**config.mk**
```make
export PLATFORM = sky130hd
export DESIGN_NAME = screen_scanner
export DESIGN_NICKNAME = d
export VERILOG_FILES = /design/src/rtl/screen_scanner.sv
export SDC_FILE = /design/constraint.sdc
export NUM_CORES = 1
export LEC_CHECK = 0
export CORE_MARGIN = 1
export CORE_UTILIZATION = 30
export DETAILED_ROUTE_END_ITERATION = 8
export DONT_BUFFER_PORTS = 1
export GPL_ROUTABILITY_DRIVEN = 1
export PLACE_DENSITY_LB_ADDON = 0.2
export SKIP_LAST_GASP = 1
export SYNTH_ARGS = -nofsm -noshare
export SYNTH_HDL_FRONTEND = slang
export SYNTH_SLANG_ARGS = --single-unit
```
**constraint.sdc**
```tcl
create_clock -name clk -period 4.8 [get_ports clk]
set_input_delay 0 -clock clk [delete_from_list [all_inputs] [get_ports clk]]
set_output_delay 0 -clock clk [all_outputs]
set_load 0.02 [all_outputs]
```
**src/rtl/screen_scanner.sv**
```systemverilog
// Screen read-out stage: fetches the screen-mapped words from the data memory
// and streams them out one pixel per handshake, bit 0 of each word first.
module screen_scanner #(
   parameter logic [15:0] BASE_ADDR     = 16'h4000,
   parameter int          WORDS_PER_ROW = 32,
   parameter int          ROWS          = 256
) (
   input  logic        clk,
   input  logic        rst_n,
   input  logic        enable,
   output logic [15:0] mem_addr,
   output logic        mem_rd,
   input  logic [15:0] mem_data,
   output logic        pix_valid,
   input  logic        pix_ready,
   output logic        pix,
   output logic        pix_sof,
   output logic        pix_eol,
   output logic        pix_eof,
   output logic        frame_done,
   output logic        busy
);

   localparam logic [15:0] LAST_ADDR = 16'(int'(BASE_ADDR) + WORDS_PER_ROW * ROWS - 1);
   localparam logic [15:0] LAST_COL  = 16'(WORDS_PER_ROW - 1);
   localparam logic [15:0] LAST_ROW  = 16'(ROWS - 1);

   typedef enum logic [1:0] {
      IDLE  = 2'd0,
      RUN   = 2'd1,
      DRAIN = 2'd2
   } state_t;

   state_t      state_r;
   logic [15:0] sh_data_r;
   logic [4:0]  sh_cnt_r;
   logic [15:0] pf_data_r;
   logic        pf_valid_r;
   logic        data_pend_r;
   logic        mem_rd_r;
   logic [15:0] mem_addr_r;
   logic [15:0] nxt_addr_r;
   logic [15:0] cur_col_r;
   logic [15:0] cur_row_r;
   logic        frame_done_r;

   logic        sh_empty_s;
   logic        valid_s;
   logic        xfer_s;
   logic        sh_last_s;
   logic [15:0] cur_word_s;
   logic [4:0]  bit_idx_s;
   logic        at_sof_s;
   logic        at_eol_s;
   logic        at_eof_s;
   logic        pf_free_s;
   logic        rd_ok_s;

   // Current-pixel view; an empty shifter shows the word arriving from memory this cycle.
   always_comb begin
      sh_empty_s = (sh_cnt_r == 5'd0);
      valid_s    = !sh_empty_s || data_pend_r;
      xfer_s     = valid_s && pix_ready;
      sh_last_s  = xfer_s && (sh_cnt_r == 5'd1);
      if (sh_empty_s) begin
         cur_word_s = mem_data;
         bit_idx_s  = 5'd0;
      end else begin
         cur_word_s = sh_data_r;
         bit_idx_s  = 5'd16 - sh_cnt_r;
      end
      at_sof_s  = valid_s && (cur_col_r == 16'd0) && (cur_row_r == 16'd0) && (bit_idx_s == 5'd0);
      at_eol_s  = valid_s && (cur_col_r == LAST_COL) && (bit_idx_s == 5'd15);
      at_eof_s  = at_eol_s && (cur_row_r == LAST_ROW);
      pf_free_s = !pf_valid_r || sh_last_s;
      rd_ok_s   = !mem_rd_r && !data_pend_r && pf_free_s;
   end

   // Shift register, prefetch slot and output position tracking.
   always_ff @(posedge clk or negedge rst_n) begin
      if (!rst_n) begin
         sh_data_r    <= 16'd0;
         sh_cnt_r     <= 5'd0;
         pf_data_r    <= 16'd0;
         pf_valid_r   <= 1'b0;
         data_pend_r  <= 1'b0;
         cur_col_r    <= 16'd0;
         cur_row_r    <= 16'd0;
         frame_done_r <= 1'b0;
      end else begin
         data_pend_r  <= mem_rd_r;
         frame_done_r <= xfer_s && at_eof_s;
         if (sh_last_s) begin
            if (pf_valid_r) begin
               sh_data_r  <= pf_data_r;
               sh_cnt_r   <= 5'd16;
               pf_valid_r <= 1'b0;
            end else if (data_pend_r) begin
               sh_data_r <= mem_data;
               sh_cnt_r  <= 5'd16;
            end else begin
               sh_cnt_r <= 5'd0;
            end
         end else if (sh_empty_s && data_pend_r) begin
            // First pixel of the fresh word may leave on the same edge it is captured.
            if (xfer_s) begin
               sh_data_r <= {1'b0, mem_data[15:1]};
               sh_cnt_r  <= 5'd15;
            end else begin
               sh_data_r <= mem_data;
               sh_cnt_r  <= 5'd16;
            end
         end else begin
            if (xfer_s) begin
               sh_data_r <= {1'b0, sh_data_r[15:1]};
               sh_cnt_r  <= sh_cnt_r - 5'd1;
            end
            if (data_pend_r) begin
               pf_data_r  <= mem_data;
               pf_valid_r <= 1'b1;
            end
         end
         if (sh_last_s) begin
            if (cur_col_r == LAST_COL) begin
               cur_col_r <= 16'd0;
               cur_row_r <= (cur_row_r == LAST_ROW) ? 16'd0 : cur_row_r + 16'd1;
            end else begin
               cur_col_r <= cur_col_r + 16'd1;
            end
         end
      end
   end

   // Frame sequencing and read issue; enable only matters in IDLE and at the last read of a frame.
   always_ff @(posedge clk or negedge rst_n) begin
      if (!rst_n) begin
         state_r    <= IDLE;
         mem_rd_r   <= 1'b0;
         mem_addr_r <= BASE_ADDR;
         nxt_addr_r <= BASE_ADDR;
      end else begin
         mem_rd_r <= 1'b0;
         case (state_r)
            IDLE: begin
               if (enable) begin
                  state_r    <= RUN;
                  mem_rd_r   <= 1'b1;
                  mem_addr_r <= nxt_addr_r;
                  nxt_addr_r <= (nxt_addr_r == LAST_ADDR) ? BASE_ADDR : nxt_addr_r + 16'd1;
               end
            end
            RUN: begin
               if (rd_ok_s) begin
                  mem_rd_r   <= 1'b1;
                  mem_addr_r <= nxt_addr_r;
                  nxt_addr_r <= (nxt_addr_r == LAST_ADDR) ? BASE_ADDR : nxt_addr_r + 16'd1;
                  if ((nxt_addr_r == LAST_ADDR) && !enable) begin
                     state_r <= DRAIN;
                  end
               end
            end
            DRAIN: begin
               if (xfer_s && at_eof_s) begin
                  state_r <= IDLE;
               end
            end
            default: begin
               state_r <= IDLE;
            end
         endcase
      end
   end

   assign mem_addr   = mem_addr_r;
   assign mem_rd     = mem_rd_r;
   assign pix_valid  = valid_s;
   assign pix        = valid_s & cur_word_s[0];
   assign pix_sof    = at_sof_s;
   assign pix_eol    = at_eol_s;
   assign pix_eof    = at_eof_s;
   assign frame_done = frame_done_r;
   assign busy       = (state_r != IDLE);

endmodule

```
==> results of run 1 <==
==> cells by family after synthesis <==
logic type	count (synthesis)	synth area share (%)
multiplexers	48	9.07
flip-flops	107	48.4
AND/OR/NAND/NOR	229	20.6
AO/OA/AOI/OAI	97	12.2
XOR/XNOR	30	4.75
buffers and inverters	39	3.17
adder cells (fa/ha/maj)	8	1.81
==> per-stage QoR <==
stage | instances | total power [W] | utilization, % | hold WS [ns]
floorplan | 558 | 0.00210 | - | -0.296
global placement | 765 | 0.00229 | 31.8 | -0.289
detailed placement | 765 | 0.00232 | 31.8 | -0.288
CTS | 801 | 0.00316 | 34.8 | 0.00290
global route | 801 | 0.00334 | 34.8 | 0.0545
finish | 801 | 0.00312 | 34.8 | 0.0170
==> cell usage in the layout, fill, tap and decap left out, types with 5 or more instances in the layout <==
cell,n
a22o_1,8
mux2i_1,31
xnor2_1,14
mux2_2,17
dfrtp_1,105
dlygate4sd3_1,19
nand4_1,13
xor2_1,16
clkbuf_16,9
ha_1,8
and3_1,10
nand3_1,21
nor2_1,42
nor3_1,16
a211oi_1,15
nor4_1,8
o21ai_0,41
nand2_1,83
inv_1,11
o22a_1,15
buf_4,5
==> timing repair <==
item / CTS / global route
hold buffers: 20 / 0
buffers inserted: 0 / 0
resized for setup: 0 / 0
endpoints found under the hold margin: 145 / 0
==> sequential cells by signal, indices dropped and copies added, names as in the netlist <==
| signal | flops |
|---|---|
| sh_data_r | 16 |
| cur_row_r | 16 |
| nxt_addr_r | 16 |
| cur_col_r | 16 |
| frame_done | 1 |
| data_pend_r | 1 |
| mem_addr | 16 |
| pf_valid_r | 1 |
| pf_data_r | 16 |
| state_r | 2 |
| mem_rd | 1 |
| sh_cnt_r | 5 |
==> how the worst min path moves through the flow <==
stage / endpoint / slack [ns]
after floorplan: cur_col_r[0] / -0.30
after global placement: cur_row_r[10] / -0.29
after detailed placement: cur_row_r[9] / -0.29
after CTS: sh_data_r[10] / 0.003
after global routing: sh_data_r[5] / 0.05
final: sh_data_r[10] / 0.02
==> worst reg2reg max path: stages, from the launching register on <==
cell     delay [ns]
dfrtp_1        0.41
inv_1          0.11
ha_1           0.17
or4b_4         0.55
nor3_4         0.56
nand2_1        0.41
nor4_1         0.41
xor2_1         0.19
==> where the power goes <==
part,internal (W),total [W],switching [W],leakage (nW)
combinational,0.000453,0.000977,0.000524,1.26
clock,0.000456,0.000793,0.000336,0.150
sequential,0.00111,0.00135,0.000242,1.36
==> Yosys cell counts (all sizes together), types with 2 or more instances <==
| library cell | number | area share [%] |
|---|---|---|
| a21o | 3 | 0.41 |
| nand2b | 3 | 0.34 |
| ha | 8 | 1.8 |
| o22a | 15 | 2.4 |
| nor2 | 43 | 3.1 |
| o31ai | 4 | 0.79 |
| or2 | 2 | 0.23 |
| xor2 | 16 | 2.5 |
| a22o | 8 | 1.3 |
| nor2b | 4 | 0.45 |
| and2 | 4 | 0.45 |
| dfrtp | 105 | 47 |
| or4 | 3 | 0.41 |
| nor4b | 5 | 1.0 |
| and3 | 10 | 1.1 |
| o2bb2ai | 2 | 0.32 |
| mux2i | 31 | 5.6 |
| a211oi | 15 | 2.0 |
| nor3 | 18 | 1.7 |
| inv | 12 | 0.81 |
| nand3 | 21 | 1.9 |
| nand2 | 83 | 5.6 |
| clkbuf | 15 | 1.0 |
| mux2 | 17 | 3.5 |
| nor4 | 9 | 1.1 |
| or3 | 2 | 0.23 |
| a31oi | 3 | 0.34 |
| dfstp | 2 | 0.95 |
| nand4 | 13 | 1.5 |
| buf | 12 | 1.3 |
| a21oi | 3 | 0.27 |
| o21ai | 41 | 3.7 |
| and4 | 4 | 0.63 |
| nor3b | 3 | 0.41 |
| xnor2 | 14 | 2.2 |
==> routing by layer <==
metal	vias up	track usage (%)	wire length, um
li1	2013	-	-
met1	2072	19.3	6300
met2	52	22.6	5840
met3	15	3.02	372
met4	0	6.04	239
met5	-	0	0
==> layout make-up <==
class / instances / area share (%)
Timing Repair Buffer: 25 / 4.07
Clock buffer: 11 / 3.71
Tap cell: 229 / 4.57
Clock inverter: 5 / 1.24
Sequential cell: 107 / 42.8
Inverter: 12 / 0.719
Multi-Input combinational cell: 412 / 42.9
==> results.cfg, run 1 <==
[status]
outcome = completed

[setup_path]
worst-r2r-setup-slack_ns = 1.93
critical_path.cell_chain = inv_1 -> ha_1 -> nor4b_2 -> nor2b_1 -> a21oi_1 -> and3_1 -> and3_1
reg2reg_depth = 7
end_kind = output pin
required_ns = 4.80
cp_data_arrival_time_ns = 3.02
cpMaxStageDelayCell = nor4b_2
cp_top_family = simple AND/OR/NAND/NOR gates
cpPeakStageDelay_ns = 0.65
r2r-start = sh_cnt_r[1]
rr_endpoint = cur_row_r[15]
critPathBufInv = 1
path_class = reg -> out
startpoint = sh_cnt_r[0]
path_depth = 7
crit_path_frequent_cell = and3_1
crit_path_max_fanout = 9
start_kind = flip-flop
endpoint = pix_sof

[layout]
final-seq-area_sq_um = 2680
finalInstanceArea_sq_um = 6270
drive_gt1_share_pct = 9.09
finalNetCount = 595
num_antenna_cells = 0
syn_to_final_growth_pct = 13.2
fillers = 1848
multiInputGateArea_sq_um = 2690

[timing]
maxSlewViolCount = 0
finalSetupTns_ns = 0
rsz0062_at_grt = no
min_period_ns = 3.02
fin_crit_sh_pct = 62.9
slew_headroom_pct = 20.8
setup_viol = 0
setup_ws_ns = 1.78
skew_ns = 0.0107
fmaxAchievable_ghz = 0.331
hold_viol_final = 0
worst_pin_slew_ns = 1.19

[logic_synthesis]
synth_edf_count = 0
synthCells = 558
yosys_warnings = 0
yosys.cell_types.count = 50
async_reset_ff_share_pct = 100
syn_area_sq_um = 5530
ys_seq_elements = 107
ys_seq_area_share_pct = 48.4
syn-num-nets = 586
synth_ff_type = dfrtp_1
avgSynthCellArea_sq_um = 9.92

[placement]
place_hpwl_um = 8120
placed_cell_area_sq_um = 5740
place_congestion = 0.790
pre_cts_slack_ns = 1.94
io_buffers = 0

[global_routing]
grt_use_total_pct = 14.4
antenna_found_initial = 0
grt_pass1_wl_um = 21200
grt_pass1_vias = 4169
grt_max_degree = 108
grt_overflow_total = 0

[cts]
htree_num_levels = 3
cts.sinks = 107
cts_buffers = 9
clk_latency_ns = 0.35
cts.clk_slew.worst_paths_ns = 0.07
tritoncts = done
clock_tree.root_cell = clkbuf_16
clock_path_buffers = 2

[drt]
vias = 4152
drc = 0
wire_per_inst_um = 15.9
first_iter_violations = 320
ant_nets = 0
first_pass_iters = 4
viasPerCell = 5.18
drt_wl_total_um = 12700

[power]
ir_drop_mv = 0.223
powerDensity_nw_per_um2 = 498
leakage_nw = 2.77

[min_path]
hold_start = mem_data[10]
whs_path_depth = 3
hold_path.class = in -> reg

[die]
die_h_um = 138
coreArea_sq_um = 18000
boundaryPins = 44
dieArea_sq_um = 19000
start_util_pct = 30.7
fp-row-count = 49
die_x_um = 138

[job]
maxCapViolations = 0
No activity file was read; power rests on OpenSTA's default activity.
==> run 2, diff against run 1 <==
==> constraint.sdc (replaced) <==
create_clock -name clk -period 3.05 [get_ports clk]
set_input_delay 0 -clock clk [delete_from_list [all_inputs] [get_ports clk]]
set_output_delay 0 -clock clk [all_outputs]
set_load 0.02 [all_outputs]
==> results.cfg, run 2 (synthesized netlist as in run 1, its figures left out) <==
[setup_path]
cp_top_family = simple AND/OR/NAND/NOR gates
critPathBufInv = 1
cpPeakStageDelay_ns = 0.73
critical_path.cell_chain = inv_1 -> ha_1 -> or4b_4 -> or3_1 -> nor2_4 -> nand2_1 -> o41ai_2
end_kind = flip-flop
cpMaxStageDelayCell = or3_1
start_kind = flip-flop
path_class = reg -> reg
cp_data_arrival_time_ns = 2.92
required_ns = 3.31
crit_path_max_fanout = 20

[timing]
skew_ns = 0.0139
worst_pin_slew_ns = 0.824
hold_viol_final = 0
min_period_ns = 2.66
maxSlewViolCount = 0
setup_viol = 0
fmaxAchievable_ghz = 0.375
slew_headroom_pct = 45.1
fin_crit_sh_pct = 87.3
rsz0062_at_grt = no
finalSetupTns_ns = 0
setup_ws_ns = 0.386

[die]
die_x_um = 138
dieArea_sq_um = 19000
boundaryPins = 44
coreArea_sq_um = 18000
fp-row-count = 49
die_h_um = 138
start_util_pct = 30.7

[cts]
cts_buffers = 9
tritoncts = done
cts.clk_slew.worst_paths_ns = 0.08
cts_resized = 0
htree_num_levels = 3
clk_latency_ns = 0.37
clock_tree.root_cell = clkbuf_16
clock_path_buffers = 2
cts.sinks = 107

[layout]
finalInstanceArea_sq_um = 6340
layout_common_cells = 105 x dfrtp_1, 83 x nand2_1, 42 x nor2_1
finalNetCount = 605
num_antenna_cells = 0
mostFrequentLayoutCell = dfrtp_1
fillers = 1850
drive_gt1_share_pct = 11.0
syn_to_final_growth_pct = 14.6

[job]
maxCapViolations = 0

[drt]
drt_wl_total_um = 12800
vias = 4121
first_pass_iters = 4
ant_nets = 0
wire_per_inst_um = 15.7
viasPerCell = 5.08
first_iter_violations = 218
drc = 0

[placement]
io_buffers = 0
place_hpwl_um = 8330
pre_cts_slack_ns = 0.400
placed_cell_area_sq_um = 5810
place_congestion = 0.802

[power]
seq_power_share_pct = 41.8
internal_power_w = 0.00314
ir_drop_mv = 0.347
powerDensity_nw_per_um2 = 777
power_switching_w = 0.00179
combPwrFrac_pct = 33.0
fin_total_pwr_w = 0.00493
clkPwrFrac_pct = 25.2
swShare_pct = 36.2
leakage_nw = 2.81

[global_routing]
antenna_found_initial = 0
grt_max_degree = 108
grt_use_total_pct = 14.6
grt_overflow_total = 0
grt_pass1_vias = 4094
grt_pass1_wl_um = 21200

[status]
outcome = completed

[min_path]
hold_path.class = in -> reg
run 2: layer usage:
metal  wire length (um)  GRT usage, %
met1               6210          19.2
met2               5960          23.3
met3                409          3.27
met4                178          5.43
met5                  0             0
run 2: layout make-up:
class                           count  area [sq um]  area share (%)
Clock inverter                      7          82.6            1.30
Timing Repair Buffer               35           330            5.21
Multi-Input combinational cell    412          2690            42.4
Inverter                           12          45.0           0.710
Clock buffer                        9           225            3.55
Tap cell                          229           287            4.52
Sequential cell                   107          2680            42.3
run 2: what timing repair did:
| item | in CTS | in global routing |
|---|---|---|
| endpoints found under the setup margin | 0 | 0 |
| hold buffers | 20 | 0 |
| setup buffers | 0 | 0 |
| hold endpoints to repair | 147 | 0 |
run 2: power groups by stage:
| stage | registers, W | logic, W | clock network, W |
|---|---|---|---|
| global route | 0.00210 | 0.00182 | 0.00134 |
| CTS | 0.00206 | 0.00165 | 0.00128 |
| finish | 0.00206 | 0.00162 | 0.00124 |
| global placement | 0.00208 | 0.00156 | 0 |
| detailed placement | 0.00209 | 0.00158 | 0 |
| floorplan | 0.00199 | 0.00131 | 0 |
run 2: path summary, 6_finish.rpt:
check | slack (ns) | startpoint | end | cells after the start
max reg2reg | 0.39 | sh_cnt_r[1] | cur_row_r[5] | 7
min reg2reg | 0.47 | cur_row_r[15] | cur_row_r[15] | 1
min in group asynchronous | 0.25 | rst_n | cur_row_r[9] | 2
max | 0.39 | sh_cnt_r[1] | cur_row_r[5] | 7
min | 0.02 | enable | mem_addr[5] | 4
max in group asynchronous | 2.38 | rst_n | pf_data_r[10] | 2
run 2: worst register-to-register path, cell delays in order, from the launching register on:
cell	delay, ns
dfrtp_1	0.41
inv_1	0.11
ha_1	0.16
or4b_4	0.54
or3_1	0.73
nor2_4	0.28
nand2_1	0.12
o41ai_2	0.21
run 2: stage by stage:
| step | instances | hold WS, ns | utilization (%) |
|---|---|---|---|
| floorplan | 558 | -0.296 | - |
| global placement | 775 | -0.290 | 32.3 |
| detailed placement | 775 | -0.289 | 32.3 |
| CTS | 811 | 0.0128 | 35.2 |
| global route | 811 | 0.0339 | 35.2 |
| finish | 811 | 0.0225 | 35.2 |
==> run 3, diff against run 2 <==
--- a/config.mk
+++ b/config.mk
@@ -5,8 +5,9 @@
 export SDC_FILE = /design/constraint.sdc
 export NUM_CORES = 1
 export LEC_CHECK = 0
+export ABC_AREA = 1
 export CORE_MARGIN = 1
-export CORE_UTILIZATION = 30
+export CORE_UTILIZATION = 60
 export DETAILED_ROUTE_END_ITERATION = 8
 export DONT_BUFFER_PORTS = 1
 export GPL_ROUTABILITY_DRIVEN = 1
==> results.cfg, run 3 <==
[status]
outcome = completed

[setup_path]
critical_path.cell_chain = inv_1 -> ha_1 -> nand2_1 -> nor2_2 -> nand2_2 -> buf_4 -> o21ai_0
path_class = reg -> out
required_ns = 3.05
cp_top_family = compound AO/OA/AOI/OAI gates
end_kind = output pin
startpoint = sh_cnt_r[0]
crit_path_max_fanout = 18
critPathBufInv = 2
start_kind = flip-flop
r2r-start = sh_cnt_r[0]
cp_data_arrival_time_ns = 2.43
cpPeakStageDelay_ns = 0.61
cpMaxStageDelayCell = o21ai_0

[cts]
cts.sinks = 107
cts_buffers = 9
cts_setup_buffers = 0
clk_latency_ns = 0.37
tritoncts = done
cts.clk_slew.worst_paths_ns = 0.10
cts_resized = 0
clock_path_buffers = 2
htree_num_levels = 3
clock_tree.root_cell = clkbuf_8

[logic_synthesis]
synth_edf_count = 0
synthTopCellsByCount = 281 x nand2_1, 105 x dfrtp_1, 73 x inv_1
ys_seq_area_share_pct = 45.2
synth_most_common_cell = nand2_1
async_reset_ff_share_pct = 100
synth_top_area_share_pct = 44.3
syn-num-nets = 811
yosys_warnings = 0
yosys.cell_types.count = 35
avgSynthCellArea_sq_um = 7.58
ys_seq_elements = 107
synthCells = 783
synth_area_leaders = dfrtp_1 44%, nand2_1 18%, inv_1 4.6%
syn_area_sq_um = 5930
netlist.top_cell.by_area = dfrtp_1
synth_ff_type = dfrtp_1

[placement]
place_congestion = 0.880
dp_cells = 892
io_buffers = 0
place_hpwl_um = 8750

[drt]
viasPerCell = 5.52
drc = 0
ant_nets = 0
drt_wl_total_um = 12800
wire_per_inst_um = 13.8
first_pass_iters = 5
first_iter_violations = 366
vias = 5123

[timing]
finalSetupTns_ns = 0
worst_pin_slew_ns = 0.731
min_period_ns = 2.43
slew_headroom_pct = 50.8
skew_ns = 0.0106
setup_viol = 0
maxSlewViolCount = 0
rsz0062_at_grt = no
hold_viol_final = 0
fmaxAchievable_ghz = 0.412
fin_crit_sh_pct = 79.5

[power]
swShare_pct = 41.3
combPwrFrac_pct = 36.0
internal_power_w = 0.00276
leakage_nw = 3.20
seq_power_share_pct = 45.5
powerDensity_nw_per_um2 = 736
power_switching_w = 0.00194
clkPwrFrac_pct = 18.5
ir_drop_mv = 0.505

[global_routing]
grt_pass1_vias = 4865
grt_pass1_wl_um = 22500
antenna_found_initial = 0
grt_overflow_total = 0
grt_max_degree = 108
grt_use_total_pct = 27.6

[layout]
syn_to_final_growth_pct = 7.78
finalNetCount = 822
fin_util_pct = 67.9
fillers = 791
instances_no_fill = 928
final-seq-area_sq_um = 2680
multiInputGateArea_sq_um = 2810
layout_common_cells = 281 x nand2_1, 105 x dfrtp_1, 73 x inv_1
drive_gt1_share_pct = 5.51
mostFrequentLayoutCell = nand2_1
num_antenna_cells = 0

[min_path]
hold_start = pix_ready
hold_path.class = in -> reg

[die]
start_util_pct = 63.0
dieArea_sq_um = 10300
die_h_um = 101
fp-row-count = 35
boundaryPins = 44
die_x_um = 101
coreArea_sq_um = 9420

[job]
maxCapViolations = 0
-- run 3: tightest hold or removal path, delay by kind of cell --
kind,cells,cell delay (ns)
buffers and inverters,1,0.07
and+or+nand+nor,5,0.36
-- run 3: timing repair --
item                                    4_1_cts  5_1_grt
hold endpoints to repair                    151        0
hold buffers                                 20        0
endpoints found under the setup margin        0        0
-- run 3: layout make-up --
type / count / area share, %
clock buffer: 13 / 2.33
clock inverter: 3 / 0.744
inverter: 76 / 4.50
multi-input combinational: 575 / 44.0
sequential: 107 / 41.9
tap: 129 / 2.52
timing repair buffer: 25 / 3.99
-- run 3: power by group through the flow --
stage          Sequential (W)  Clock (W)  Combinational, W
2_1_floorplan         0.00208          0           0.00138
3_3_place_gp          0.00214          0           0.00156
3_5_place_dp          0.00216          0           0.00163
4_1_cts               0.00214   0.000902           0.00170
5_1_grt               0.00220   0.000951           0.00196
6_report              0.00214   0.000871           0.00169
-- run 3: worst paths after layout --
check                                       to  slack (ns)  cells past startpoint
worst max-delay path                       pix        0.62                      7
worst min-delay path             sh_data_r[14]        0.09                      6
worst max register to register  nxt_addr_r[12]        0.66                      9
worst min register to register    sh_data_r[3]        0.49                      2
max in group asynchronous         cur_col_r[4]        2.41                      2
min in group asynchronous        cur_row_r[13]        0.23                      2
-- run 3: cells by family after synthesis --
family | after synthesis | synth area share [%]
simple gates | 465 | 34.3
flops | 107 | 45.2
buf+inv | 101 | 7.40
compound gates | 72 | 6.94
xor+xnor | 28 | 4.13
fa+ha+maj | 8 | 1.69
mux | 2 | 0.337
-- run 3: routing by layer --
metal	up-vias	track usage, %	wire, um
met2	129	43.5	5910
met4	0	8.70	176
met1	2430	39.3	6020
met3	21	4.69	711
li1	2543	-	-
met5	-	0	0
-- run 3: stage by stage --
stage	cell area [sq um]	total power, W	hold slack, ns	setup WS [ns]
after floorplan	5930	0.00346	-0.296	1.15
after global placement	5980	0.00370	-0.292	0.793
after detailed placement	5980	0.00379	-0.291	0.669
after CTS	6390	0.00474	0.0785	0.619
after global routing	6390	0.00511	0.132	0.406
final	6390	0.00471	0.0901	0.624
